### config.mk
export PLATFORM = sky130hd
export DESIGN_NAME = hazard_unit_nwide
export DESIGN_NICKNAME = d
export VERILOG_FILES = /design/src/rtl/hazard_unit_nwide.sv
export SDC_FILE = /design/constraint.sdc
export NUM_CORES = 1
export LEC_CHECK = 0
export ABC_AREA = 0
export BUFFER_PORTS_ARGS = -buffer_cell sky130_fd_sc_hd__buf_4
export CAP_MARGIN = 10
export CORE_MARGIN = 2
export CORE_UTILIZATION = 62
export DETAILED_ROUTE_END_ITERATION = 12
export PLACE_DENSITY = 0.87
export SLEW_MARGIN = 0
export SYNTH_ARGS = -nofsm -noshare
export SYNTH_HDL_FRONTEND = slang
export SYNTH_SLANG_ARGS = --single-unit
### constraint.sdc
create_clock -name clock -period 3 [get_ports clock]
set_clock_uncertainty 0.2 [all_clocks]
set_input_delay 0.15 -clock clock [delete_from_list [all_inputs] [get_ports clock]]
set_output_delay 0.15 -clock clock [all_outputs]
set_load 0.01 [all_outputs]
### src/rtl/hazard_unit_nwide.sv
// Hazard/stall controller for an N-issue in-order pipeline.
// Detects load-use, branch/JR/BEX operand, intra-bundle RAW and multdiv
// scoreboard hazards; drives latch enables, per-lane bubbles and a split mask.
// An F/D lane is taken to write its fd_rd unless it is a branch, JR or BEX.
module hazard_unit_nwide #(
    parameter int LANES    = 2,
    parameter int REG_BITS = 5,
    parameter int CNT_W    = 16
) (
    input  logic                      clock,
    input  logic                      reset,
    input  logic [LANES*REG_BITS-1:0] fd_rs,
    input  logic [LANES*REG_BITS-1:0] fd_rt,
    input  logic [LANES*REG_BITS-1:0] fd_rd,
    input  logic [LANES-1:0]          fd_branch,
    input  logic [LANES-1:0]          fd_jr,
    input  logic [LANES-1:0]          fd_bex,
    input  logic [LANES*REG_BITS-1:0] dx_rd,
    input  logic [LANES-1:0]          dx_regwrite,
    input  logic [LANES-1:0]          dx_memread,
    input  logic [LANES*REG_BITS-1:0] xm_rd,
    input  logic [LANES-1:0]          xm_memread,
    input  logic                      md_issue,
    input  logic [REG_BITS-1:0]       md_issue_rd,
    input  logic                      md_done,
    input  logic [REG_BITS-1:0]       md_done_rd,
    output logic                      pc_write,
    output logic                      fd_write,
    output logic                      dx_write,
    output logic                      xm_write,
    output logic [LANES-1:0]          bubble,
    output logic [LANES-1:0]          split,
    output logic                      md_busy,
    output logic [CNT_W-1:0]          stall_cycles
);

    localparam int NREGS = 2 ** REG_BITS;
    localparam logic [REG_BITS-1:0] R30 = REG_BITS'(30);

    logic [REG_BITS-1:0] rs_l   [LANES];
    logic [REG_BITS-1:0] rt_l   [LANES];
    logic [REG_BITS-1:0] rd_l   [LANES];
    logic [REG_BITS-1:0] dxrd_l [LANES];
    logic [REG_BITS-1:0] xmrd_l [LANES];

    logic [NREGS-1:0] sb_q;
    logic [NREGS-1:0] sb_next;
    logic             raw_stall;
    logic [LANES-1:0] split_raw;
    logic             stall_q;
    logic [LANES-1:0] split_q;
    logic             md_wait_q;
    logic             lane_raw;
    logic             found;

    function automatic logic hit(input logic [REG_BITS-1:0] a,
                                 input logic [REG_BITS-1:0] b);
        return (a == b) && (a != '0);
    endfunction

    // Unpack per-lane register specifiers
    always_comb begin
        for (int unsigned i = 0; i < LANES; i++) begin
            rs_l[i]   = fd_rs[i*REG_BITS +: REG_BITS];
            rt_l[i]   = fd_rt[i*REG_BITS +: REG_BITS];
            rd_l[i]   = fd_rd[i*REG_BITS +: REG_BITS];
            dxrd_l[i] = dx_rd[i*REG_BITS +: REG_BITS];
            xmrd_l[i] = xm_rd[i*REG_BITS +: REG_BITS];
        end
    end

    // Full-stall detection over every F/D lane against every producer lane
    always_comb begin
        raw_stall = 1'b0;
        for (int unsigned i = 0; i < LANES; i++) begin
            if (sb_q[rs_l[i]] || sb_q[rt_l[i]] || sb_q[rd_l[i]])
                raw_stall = 1'b1;
            for (int unsigned j = 0; j < LANES; j++) begin
                if (dx_memread[j] && (hit(dxrd_l[j], rs_l[i]) || hit(dxrd_l[j], rt_l[i])))
                    raw_stall = 1'b1;
                if (dx_regwrite[j] &&
                    ((fd_branch[i] && (hit(dxrd_l[j], rd_l[i]) || hit(dxrd_l[j], rs_l[i]))) ||
                     (fd_jr[i] && hit(dxrd_l[j], rd_l[i]))))
                    raw_stall = 1'b1;
                if (xm_memread[j] &&
                    ((fd_branch[i] && (hit(xmrd_l[j], rd_l[i]) || hit(xmrd_l[j], rs_l[i]))) ||
                     (fd_jr[i] && hit(xmrd_l[j], rd_l[i]))))
                    raw_stall = 1'b1;
                if (fd_bex[i] && ((dx_regwrite[j] && dxrd_l[j] == R30) ||
                                  (xm_memread[j] && xmrd_l[j] == R30)))
                    raw_stall = 1'b1;
            end
        end
    end

    // Intra-bundle RAW: first dependent lane and all younger lanes are split off
    always_comb begin
        split_raw = '0;
        found     = 1'b0;
        lane_raw  = 1'b0;
        for (int unsigned i = 1; i < LANES; i++) begin
            lane_raw = 1'b0;
            for (int unsigned k = 0; k < i; k++) begin
                if (!(fd_branch[k] || fd_jr[k] || fd_bex[k]) &&
                    (hit(rd_l[k], rs_l[i]) || hit(rd_l[k], rt_l[i]) ||
                     ((fd_branch[i] || fd_jr[i]) && hit(rd_l[k], rd_l[i]))))
                    lane_raw = 1'b1;
            end
            if (lane_raw)
                found = 1'b1;
            if (found)
                split_raw[i] = 1'b1;
        end
        if (raw_stall)
            split_raw = '0;
    end

    // Scoreboard next state: clear first so a same-register issue wins
    always_comb begin
        sb_next = sb_q;
        if (md_done)
            sb_next[md_done_rd] = 1'b0;
        if (md_issue && md_issue_rd != '0)
            sb_next[md_issue_rd] = 1'b1;
    end

    // Scoreboard register, rising edge
    always_ff @(posedge clock or posedge reset) begin
        if (reset)
            sb_q <= '0;
        else
            sb_q <= sb_next;
    end

    // Hazard decision registers, falling edge
    always_ff @(negedge clock or posedge reset) begin
        if (reset) begin
            stall_q   <= 1'b0;
            split_q   <= '0;
            md_wait_q <= 1'b0;
        end else begin
            stall_q   <= raw_stall;
            split_q   <= split_raw;
            md_wait_q <= md_busy && !md_done;
        end
    end

    // Saturating full-stall cycle counter
    always_ff @(posedge clock or posedge reset) begin
        if (reset)
            stall_cycles <= '0;
        else if (stall_q && stall_cycles != '1)
            stall_cycles <= stall_cycles + 1'b1;
    end

    // Output decode
    always_comb begin
        md_busy  = |sb_q;
        pc_write = !stall_q && !(|split_q);
        fd_write = pc_write;
        dx_write = !md_wait_q;
        xm_write = !md_wait_q;
        bubble   = md_wait_q ? '0 : ({LANES{stall_q}} | split_q);
    end

    generate
        if (LANES == 1) begin : g_no_split
            assign split = '0;
        end else begin : g_split
            assign split = split_q;
        end
    endgenerate

endmodule

==> flow_summary.toml, run 1 <==
[critical_path]
crit_end = "stall_q"
slowest_stage = "mux4_2"
reg2reg_depth = 6
start_kind = "flop"
slowest_delay_ns = 0.57
worstSetupPathType = "flop to flop"
cp.depth = 6
critPathArrivalTime_ns = 2.37
crit_buf_inv = 0
endpoint_kind = "flop"
worst-r2r-setup-slack_ns = -0.92
cp-startpoint = "sb_q[23]"
worstPathCellList = "mux4_2 > mux2i_1 > nor3b_1 > nor4_1 > nand4_1 > nand3b_1"
r2r_end = "stall_q"
worstPathRequired_ns = 1.45
crit_family = "multiplexers"
r2r-start = "sb_q[23]"
cp_max_fo = 7

[final_layout]
fill_cells = 426
multi_input_area_mm2 = 0.00427
regArea_mm2 = 0.00129
antennaDiodeCount = 0
num-nets-final = 921
drive_gt1_share_pct = 43.4
area_growth_pct = 40.5

[sta]
max-slew-margin-rel_pct = 65.3
hold_viol_final = 0
fin_hold_ws_ns = 0.0313
rsz0062_at_grt = "true"
fin_setup_tns_ns = -5.08
worst_pin_slew_ns = 0.507
fin_ws_ns = -0.923
finalSetupViolations = 22
slew_viol_final = 0

[synthesis]
yosys.cell_types.count = 59
synth_xor_area_share_pct = 19.9
synth_edf_count = 0
synthDominantCellAreaShare_pct = 21.0
synth_compound_area_share_pct = 11.4
synth_ff_type = "dfrtp_1"
ys_top_cells_by_area = "dfrtp_1 (21%), xor2_1 (11%), mux4_2 (11%), xnor2_1 (8.9%), mux2i_1 (6.8%)"
synth-seq-area-share_pct = 22.3
synth_top_family_by_area = "multiplexers"
syn_area_mm2 = 0.00573
yosysWarnings = 0
synth-simple-area-share_pct = 19.1
synth-async-reset-ratio_pct = 100
synth_most_common_cell = "xor2_1"
synth_common_cells = "xor2_1 (72), o21ai_0 (64), xnor2_1 (58), dfrtp_1 (48), mux2i_1 (39)"
synth_mux_area_share_pct = 20.2
yosys.area.top_type = "dfrtp_1"
synth-seq-cells = 51
synthCells = 624
syn_nets = 701
synthAdderAreaFrac_pct = 0.218
syn_area_per_cell_um2 = 9.18

[power_and_ir_drop]
peakVddDrop_mv = 0.481
power_density_mw_per_mm2 = 463
p_leak_nw = 3.50

[floorplan]
initial_utilization_pct = 62.9
rows = 35
io_pins = 101
die_y_um = 100
die_area_mm2 = 0.0100
die_w_um = 100
fp.coreArea_mm2 = 0.00911

[run_status]
status = "complete, but fails checks"
failed_checks = "setup timing"

[worst_hold_path]
hp-class = "primary input to flop"

[placement]
dp_slack_ns = -0.757
portBuffers = 99
place_congestion = 1.11
detailedPlacementHpwl_um = 17100

[detailed_routing]
dr_wl_met3_um = 3870
routed.top_layer = "met4"
wire_per_inst_um = 28.1
viasPerCell = 7.40
drc = 0
wl_met1_um = 8390
vias = 7070
ant_nets = 0
drt_iter0_drc = 975
routed_wl_um = 26800
wl_met2_um = 11800
firstDrtPassIters = 7

[clock_tree]
cts_tree = "built"
clkSinkCount = 51
cts_buffers = 5
clk_latency_ns = 0.33
cts-root-buf = "clkbuf_8"
clockBufferDepth = 2
path_clk_slew_ns = 0.11
cts_max_level = 2

[grt]
grt_max_degree = 33
antenna_found_initial = 0
grt_pass1_wl_um = 38500
grt_overflow = 0
grt_usage_pct = 50.7
grt_pass1_vias = 6914

[flow_run]
maxCapViolations = 0
-- worst min-delay path by stage --
stage                               from               to  slack [ns]  cells after the start
after global placement             reset  stall_cycles[6]       -0.02                      2
after global routing      md_issue_rd[3]          sb_q[7]        0.05                      3
final                     md_issue_rd[3]          sb_q[2]        0.03                      3
after CTS                 md_issue_rd[3]          sb_q[7]    0.000009                      3
after floorplan           md_issue_rd[4]         sb_q[16]        0.14                      2
after detailed placement           reset  stall_cycles[6]      -0.006                      2
-- per-stage QoR --
step | instance area, um2 | power [mW] | std cells | util [%]
floorplan | 5730 | 1.91 | 624 | -
CTS | 7900 | 3.38 | 950 | 86.7
detailed placement | 7480 | 2.77 | 927 | 82.1
finish | 8050 | 3.73 | 956 | 88.3
global route | 8050 | 3.80 | 956 | 88.3
global placement | 7480 | 2.68 | 927 | 82.1
-- cells by family after synthesis --
family,Yosys count
simple gates,188
fa+ha+maj,1
mux,75
buf+inv,70
other cells,1
compound gates,108
flops,51
xor+xnor,130
-- flip-flops by register name, summed over array words and instances, names as in the netlist --
signal        flops
split             1
md_wait_q         1
stall_q           1
stall_cycles     16
sb_q             32
-- power breakdown --
part           internal [mW]  switching, mW  leakage (nW)
logic                   1.06           1.04          2.83
clock network          0.170          0.289        0.0489
registers              0.846          0.325         0.622
-- cell usage in the layout (no fill, tap or decap), drive strengths merged, types with 2 or more instances in the layout --
cell type | netlist | routed
a2111oi | 4 | 4
a211oi | 2 | 2
a21oi | 4 | 4
a22oi | 6 | 6
a2bb2oi | 2 | 2
a311oi | 3 | 3
a31oi | 7 | 7
and2 | 2 | 2
and4 | 2 | 2
buf | 48 | 269
clkbuf | 11 | 5
dfrtn | 3 | 3
dfrtp | 48 | 48
dlygate4sd3 | 0 | 3
inv | 11 | 13
mux2 | 5 | 5
mux2i | 39 | 39
mux4 | 31 | 31
nand2 | 21 | 21
nand3 | 31 | 31
nand3b | 14 | 14
nand4 | 17 | 17
nand4b | 5 | 5
nor2 | 22 | 22
nor2b | 6 | 6
nor3 | 18 | 18
nor3b | 8 | 8
nor4 | 24 | 24
o2111ai | 2 | 2
o211ai | 4 | 4
o21ai | 64 | 64
o22ai | 3 | 3
o32ai | 2 | 2
or2 | 3 | 3
or3 | 4 | 4
or3b | 6 | 6
xnor2 | 58 | 58
xor2 | 72 | 72
-- layer usage --
| metal | track usage [%] | vias to the layer above |
|---|---|---|
| li1 | - | 2748 |
| met1 | 60.6 | 3197 |
| met2 | 80.9 | 836 |
| met3 | 11.8 | 289 |
| met4 | 35.1 | 0 |
| met5 | 0 | - |
-- final cells by class --
cell class	instances	area share, %
flip-flops and latches	51	16.1
repair buffers	272	27.4
clock inverters	3	0.280
inverters	11	0.513
clock buffers	5	0.855
well taps	111	1.73
multi-input cells	503	53.1
-- timing repair --
| action | 4_1_cts | 5_1_grt |
|---|---|---|
| pin swaps | 22 | 11 |
| endpoints found under the hold margin | 21 | 0 |
| hold buffers | 3 | 0 |
| endpoints found under the setup margin | 18 | 24 |
| setup buffers | 16 | 8 |
| resized for setup | 52 | 21 |
-- worst reg2reg max path, cell delays in order, from the launching register on --
cell and delay, ns:
dfrtp_1 0.51, mux4_2 0.57, mux2i_1 0.24, nor3b_1 0.09, nor4_1 0.27, nand4_1 0.16, nand3b_1 0.21
(Power assumes the default switching activity.)
==> run 2: changes to the inputs <==
--- a/config.mk
+++ b/config.mk
@@ -9,9 +9,10 @@
 export BUFFER_PORTS_ARGS = -buffer_cell sky130_fd_sc_hd__buf_4
 export CAP_MARGIN = 10
 export CORE_MARGIN = 2
-export CORE_UTILIZATION = 62
+export CORE_UTILIZATION = 58
 export DETAILED_ROUTE_END_ITERATION = 12
-export PLACE_DENSITY = 0.87
+export PLACE_DENSITY = 0.82
+export SKIP_LAST_GASP = 1
 export SLEW_MARGIN = 0
 export SYNTH_ARGS = -nofsm -noshare
 export SYNTH_HDL_FRONTEND = slang
==> constraint.sdc (replaced) <==
create_clock -name clock -period 4.1 [get_ports clock]
set_clock_uncertainty 0.2 [all_clocks]
set_input_delay 0.205 -clock clock [delete_from_list [all_inputs] [get_ports clock]]
set_output_delay 0.205 -clock clock [all_outputs]
set_load 0.01 [all_outputs]
==> run 2 against run 1 <==
  * Hold slack better by 0.022 ns
  * Sequential share of layout area up 1.6 points
  * The run still ends with setup timing left
  * Die area up 6.6%
  * Non-clock buffer count down 62
==> flow_summary.toml, run 2 (synthesis gave the netlist of run 1 again) <==
[final_layout]
reg_top3 = "sb_q: 32 flops, stall_cycles: 16 flops"
antennaDiodeCount = 0
multi_input_area_mm2 = 0.00410
final_cell_mix = "buf_4 (206), xor2_1 (72), o21ai_0 (64)"
drive_gt1_share_pct = 36.3
regArea_mm2 = 0.00129
instances_no_fill = 916
area_growth_pct = 27.6
regMostFlops = "sb_q"
largest_reg_flops = 32
num-nets-final = 859
fill_cells = 710
final_common_cell = "buf_4"

[clock_tree]
path_clk_slew_ns = 0.11
cts-root-buf = "clkbuf_8"
clkSinkCount = 51
cts_max_level = 2
cts_buffers = 5
clockBufferDepth = 2
clk_latency_ns = 0.32
cts_tree = "built"

[critical_path]
critPathArrivalTime_ns = 2.25
r2r-start = "sb_q[23]"
cp_max_fo = 5
reg2reg_depth = 7
start_kind = "flop"
worstSetupPathType = "flop to flop"
endpoint_kind = "flop"
cp-startpoint = "sb_q[23]"
worstPathRequired_ns = 2.00

[floorplan]
die_y_um = 103
io_pins = 101
die_area_mm2 = 0.0107
fp.coreArea_mm2 = 0.00968
initial_utilization_pct = 59.1
die_w_um = 103
rows = 36

[grt]
grt_pass1_vias = 5930
grt_max_degree = 33
antenna_found_initial = 0
grt_overflow = 0
grt_pass1_wl_um = 31600
grt_usage_pct = 39.4

[placement]
detailedPlacementHpwl_um = 16000
place_congestion = 0.995
portBuffers = 99
placedCellCount = 905
dp_slack_ns = -0.227

[worst_hold_path]
holdPathStages = 3
hold_start = "md_issue_rd[2]"
hp-class = "primary input to flop"

[power_and_ir_drop]
p_leak_nw = 3.07
power_density_mw_per_mm2 = 325
peakVddDrop_mv = 0.247

[detailed_routing]
vias = 6029
drt_iter0_drc = 479
routed_wl_um = 21000
drc = 0
wire_per_inst_um = 22.9
firstDrtPassIters = 5
viasPerCell = 6.58
ant_nets = 0

[flow_run]
maxCapViolations = 0

[sta]
slew_viol_final = 0
fin_hold_ws_ns = 0.0528
max-slew-margin-rel_pct = 66.7
worst_pin_slew_ns = 0.498
finalSetupViolations = 2
fin_setup_tns_ns = -0.391
fin_ws_ns = -0.249
rsz0062_at_grt = "true"
hold_viol_final = 0

[run_status]
failed_checks = "setup timing"
status = "complete, but fails checks"
[run 2: changes by cell type in the layout (fill, tap and decap cells not counted), moves of 3 or more]
cell     delta
xnor2_2     -3
xnor2_1     +3
buf_6      -14
nor4_1      +3
nand2_4     -3
nand2_1     +4
nor2_1      +5
buf_4      -40
buf_12      -6
nor2_4      -4
nor4_4      -3
[run 2: power breakdown]
part	internal (mW)	switching (mW)
registers	0.620	0.213
logic	0.651	0.562
clock network	0.126	0.202
[run 2: layout make-up]
| type | instances | share of cell area (%) |
|---|---|---|
| multi-input combinational | 503 | 56.1 |
| timing repair buffer | 210 | 22.0 |
| sequential | 51 | 17.7 |
| tap | 133 | 2.28 |
| clock buffer | 5 | 0.942 |
| inverter | 11 | 0.565 |
| clock inverter | 3 | 0.377 |
[run 2: metrics by stage]
step                total power [mW]  util, %  instance area [um2]
floorplan                       1.40        -                 5730
global placement                1.91     73.6                 7130
global route                    2.49     75.5                 7310
detailed placement              1.97     73.6                 7130
finish                          2.37     75.5                 7310
CTS                             2.31     75.0                 7260
[run 2: timing repair]
item                                    CTS  global route
resized for setup                        10            15
hold endpoints to repair                 16             0
hold buffers                              1             0
endpoints found under the setup margin    3             3
buffers inserted                          1             1
pin swaps                                 3             6
[run 2: metal layers]
metal  track usage, %  vias to the layer above  wire length [um]
li1                 -                     2627                 -
met1             48.8                     2866              7870
met3             7.39                      119              1970
met5                0                        -                 0
met2             65.4                      417              9920
met4             21.1                        0              1240
[run 2: critical path, stage by stage, from the launching register on]
cell	delay [ns]
dfrtp_1	0.44
buf_4	0.16
mux4_2	0.48
nor2_1	0.10
o21ai_0	0.09
nor4_1	0.34
nand4_1	0.14
nand3b_1	0.18
[run 2: worst paths after layout]
path,end,slack [ns]
min in group asynchronous,stall_cycles[6],0.24
setup reg to reg,stall_q,-0.25
setup / recovery,stall_q,-0.25
max in group asynchronous,stall_q,1.18
hold reg to reg,stall_cycles[7],0.30
hold / removal,sb_q[31],0.05
==> run 3: changes to the inputs <==
--- a/config.mk
+++ b/config.mk
@@ -11,7 +11,7 @@
 export CORE_MARGIN = 2
 export CORE_UTILIZATION = 58
 export DETAILED_ROUTE_END_ITERATION = 12
-export PLACE_DENSITY = 0.82
+export PLACE_DENSITY_LB_ADDON = 0.12
 export SKIP_LAST_GASP = 1
 export SLEW_MARGIN = 0
 export SYNTH_ARGS = -nofsm -noshare
==> run 3 against run 2 <==
  * The run still ends with setup timing left
  * Cell count up 2.8%
  * Clock power is 17% higher
  * First-iteration DRC count down 9.4%
  * Global-route usage rose by 1.1 points
  * Via count rose by 2.3%
  * Count of clock-buffer cells in the layout is 1 higher
  * Wire length increased by 1.6%
  * Final area is 3.7% higher
  * Largest power group unchanged
==> flow_summary.toml, run 3 (synthesis gave the netlist of run 1 again) <==
[critical_path]
worstSetupPathType = "flop to flop"
cp_max_fo = 5
cp-startpoint = "sb_q[14]"
r2r-start = "sb_q[14]"
endpoint_kind = "flop"
start_kind = "flop"
critPathArrivalTime_ns = 2.28
worstPathRequired_ns = 1.99

[clock_tree]
clockBufferDepth = 2
clk_latency_ns = 0.32
cts_tree = "built"
cts_max_level = 2
cts_buffers = 5
cts-root-buf = "clkbuf_8"
clkSinkCount = 51
path_clk_slew_ns = 0.11

[sta]
rsz0062_at_grt = "true"
worst_pin_slew_ns = 0.597
slew_viol_final = 0
finalSetupViolations = 2
max-slew-margin-rel_pct = 59.2
fin_ws_ns = -0.282
hold_viol_final = 0
fin_hold_ws_ns = 0.0624

[detailed_routing]
wire_per_inst_um = 22.7
viasPerCell = 6.54
ant_nets = 0
drc = 0
drt_iter0_drc = 434
firstDrtPassIters = 5
vias = 6165
routed_wl_um = 21300

[final_layout]
final_common_cell = "buf_4"
fill_cells = 652
largest_reg_flops = 32
regMostFlops = "sb_q"
final_util_pct = 78.2
antennaDiodeCount = 0
finalInstanceArea_mm2 = 0.00758
reg_top3 = "sb_q: 32 flops, stall_cycles: 16 flops"
area_growth_pct = 32.3
num-nets-final = 885
drive_gt1_share_pct = 37.6
final_cell_mix = "buf_4 (230), xor2_1 (72), o21ai_0 (64)"

[floorplan]
die_w_um = 103
rows = 36
io_pins = 101
die_area_mm2 = 0.0107
die_y_um = 103
initial_utilization_pct = 59.1
fp.coreArea_mm2 = 0.00968

[grt]
antenna_found_initial = 1
grt_pass1_wl_um = 32300
grt_max_degree = 33
grt_overflow = 0
grt_pass1_vias = 6057
grt_usage_pct = 40.5

[placement]
portBuffers = 99
detailedPlacementHpwl_um = 16800
dp_slack_ns = -0.241
placed_area_mm2 = 0.00731
place_congestion = 0.998

[run_status]
failed_checks = "setup timing"
status = "complete, but fails checks"

[worst_hold_path]
hp-class = "primary input to flop"
hold_start = "md_issue_rd[3]"

[power_and_ir_drop]
peakVddDrop_mv = 0.375
power_density_mw_per_mm2 = 323
p_leak_nw = 3.26

[flow_run]
maxCapViolations = 0
[run 3: cell count changes in the layout (fill, tap and decap cells not counted), moves of 2 or more]
| cell | before | now |
|---|---|---|
| buf_12 | 2 | 5 |
| mux4_2 | 29 | 27 |
| buf_4 | 206 | 230 |
| dfrtp_2 | 14 | 8 |
| mux4_1 | 2 | 4 |
| dfrtp_1 | 34 | 40 |
[run 3: report_power, final]
group	switching [mW]	total (mW)	leakage, nW	internal [mW]
clock network	0.182	0.383	0.0618	0.201
logic	0.587	1.27	2.57	0.683
registers	0.174	0.792	0.629	0.618
[run 3: timing repair]
item	CTS	global route
endpoints found under the setup margin	3	3
resized for setup	6	13
hold buffers	1	0
endpoints found under the hold margin	16	0
buffers inserted	0	9
pin swaps	3	7
[run 3: path summary, 6_finish.rpt]
check	end	slack [ns]	depth (start not counted)
worst min register to register	stall_cycles[7]	0.29	1
min in group asynchronous	stall_cycles[11]	0.23	3
worst max-delay path	stall_q	-0.28	6
worst min-delay path	sb_q[6]	0.06	3
worst max register to register	stall_q	-0.28	6
max in group asynchronous	stall_q	1.18	3
[run 3: layout make-up]
cell class                      instances  area, um2  share of cell area, %
Tap cell                              133        166                   2.20
Timing Repair Buffer                  236       1840                   24.2
Clock inverter                          2       38.8                  0.512
Inverter                               11       41.3                  0.545
Clock buffer                            6       82.6                   1.09
Sequential cell                        51       1290                   17.0
Multi-Input combinational cell        503       4120                   54.4
[run 3: per-stage QoR]
step / TNS (ns) / power, mW / std cells
global placement: -0.456 / 1.93 / 924
CTS: -0.352 / 2.37 / 933
detailed placement: -0.411 / 1.98 / 924
floorplan: 0 / 1.40 / 624
finish: -0.461 / 2.44 / 942
global route: -0.558 / 2.56 / 942
[run 3: metal layers]
layer,track usage [%],part of all wire (%)
met5,0,0.061
met4,22.0,6.3
met1,49.0,36
met3,8.20,9.2
met2,67.8,48
[run 3: critical path: stages (launching register included)]
cell      delay (ns)
dfrtp_2         0.46
mux4_2          0.47
o211ai_1        0.31
nand4_1         0.17
a31oi_2         0.24
nand4_1         0.13
nand3b_1        0.18
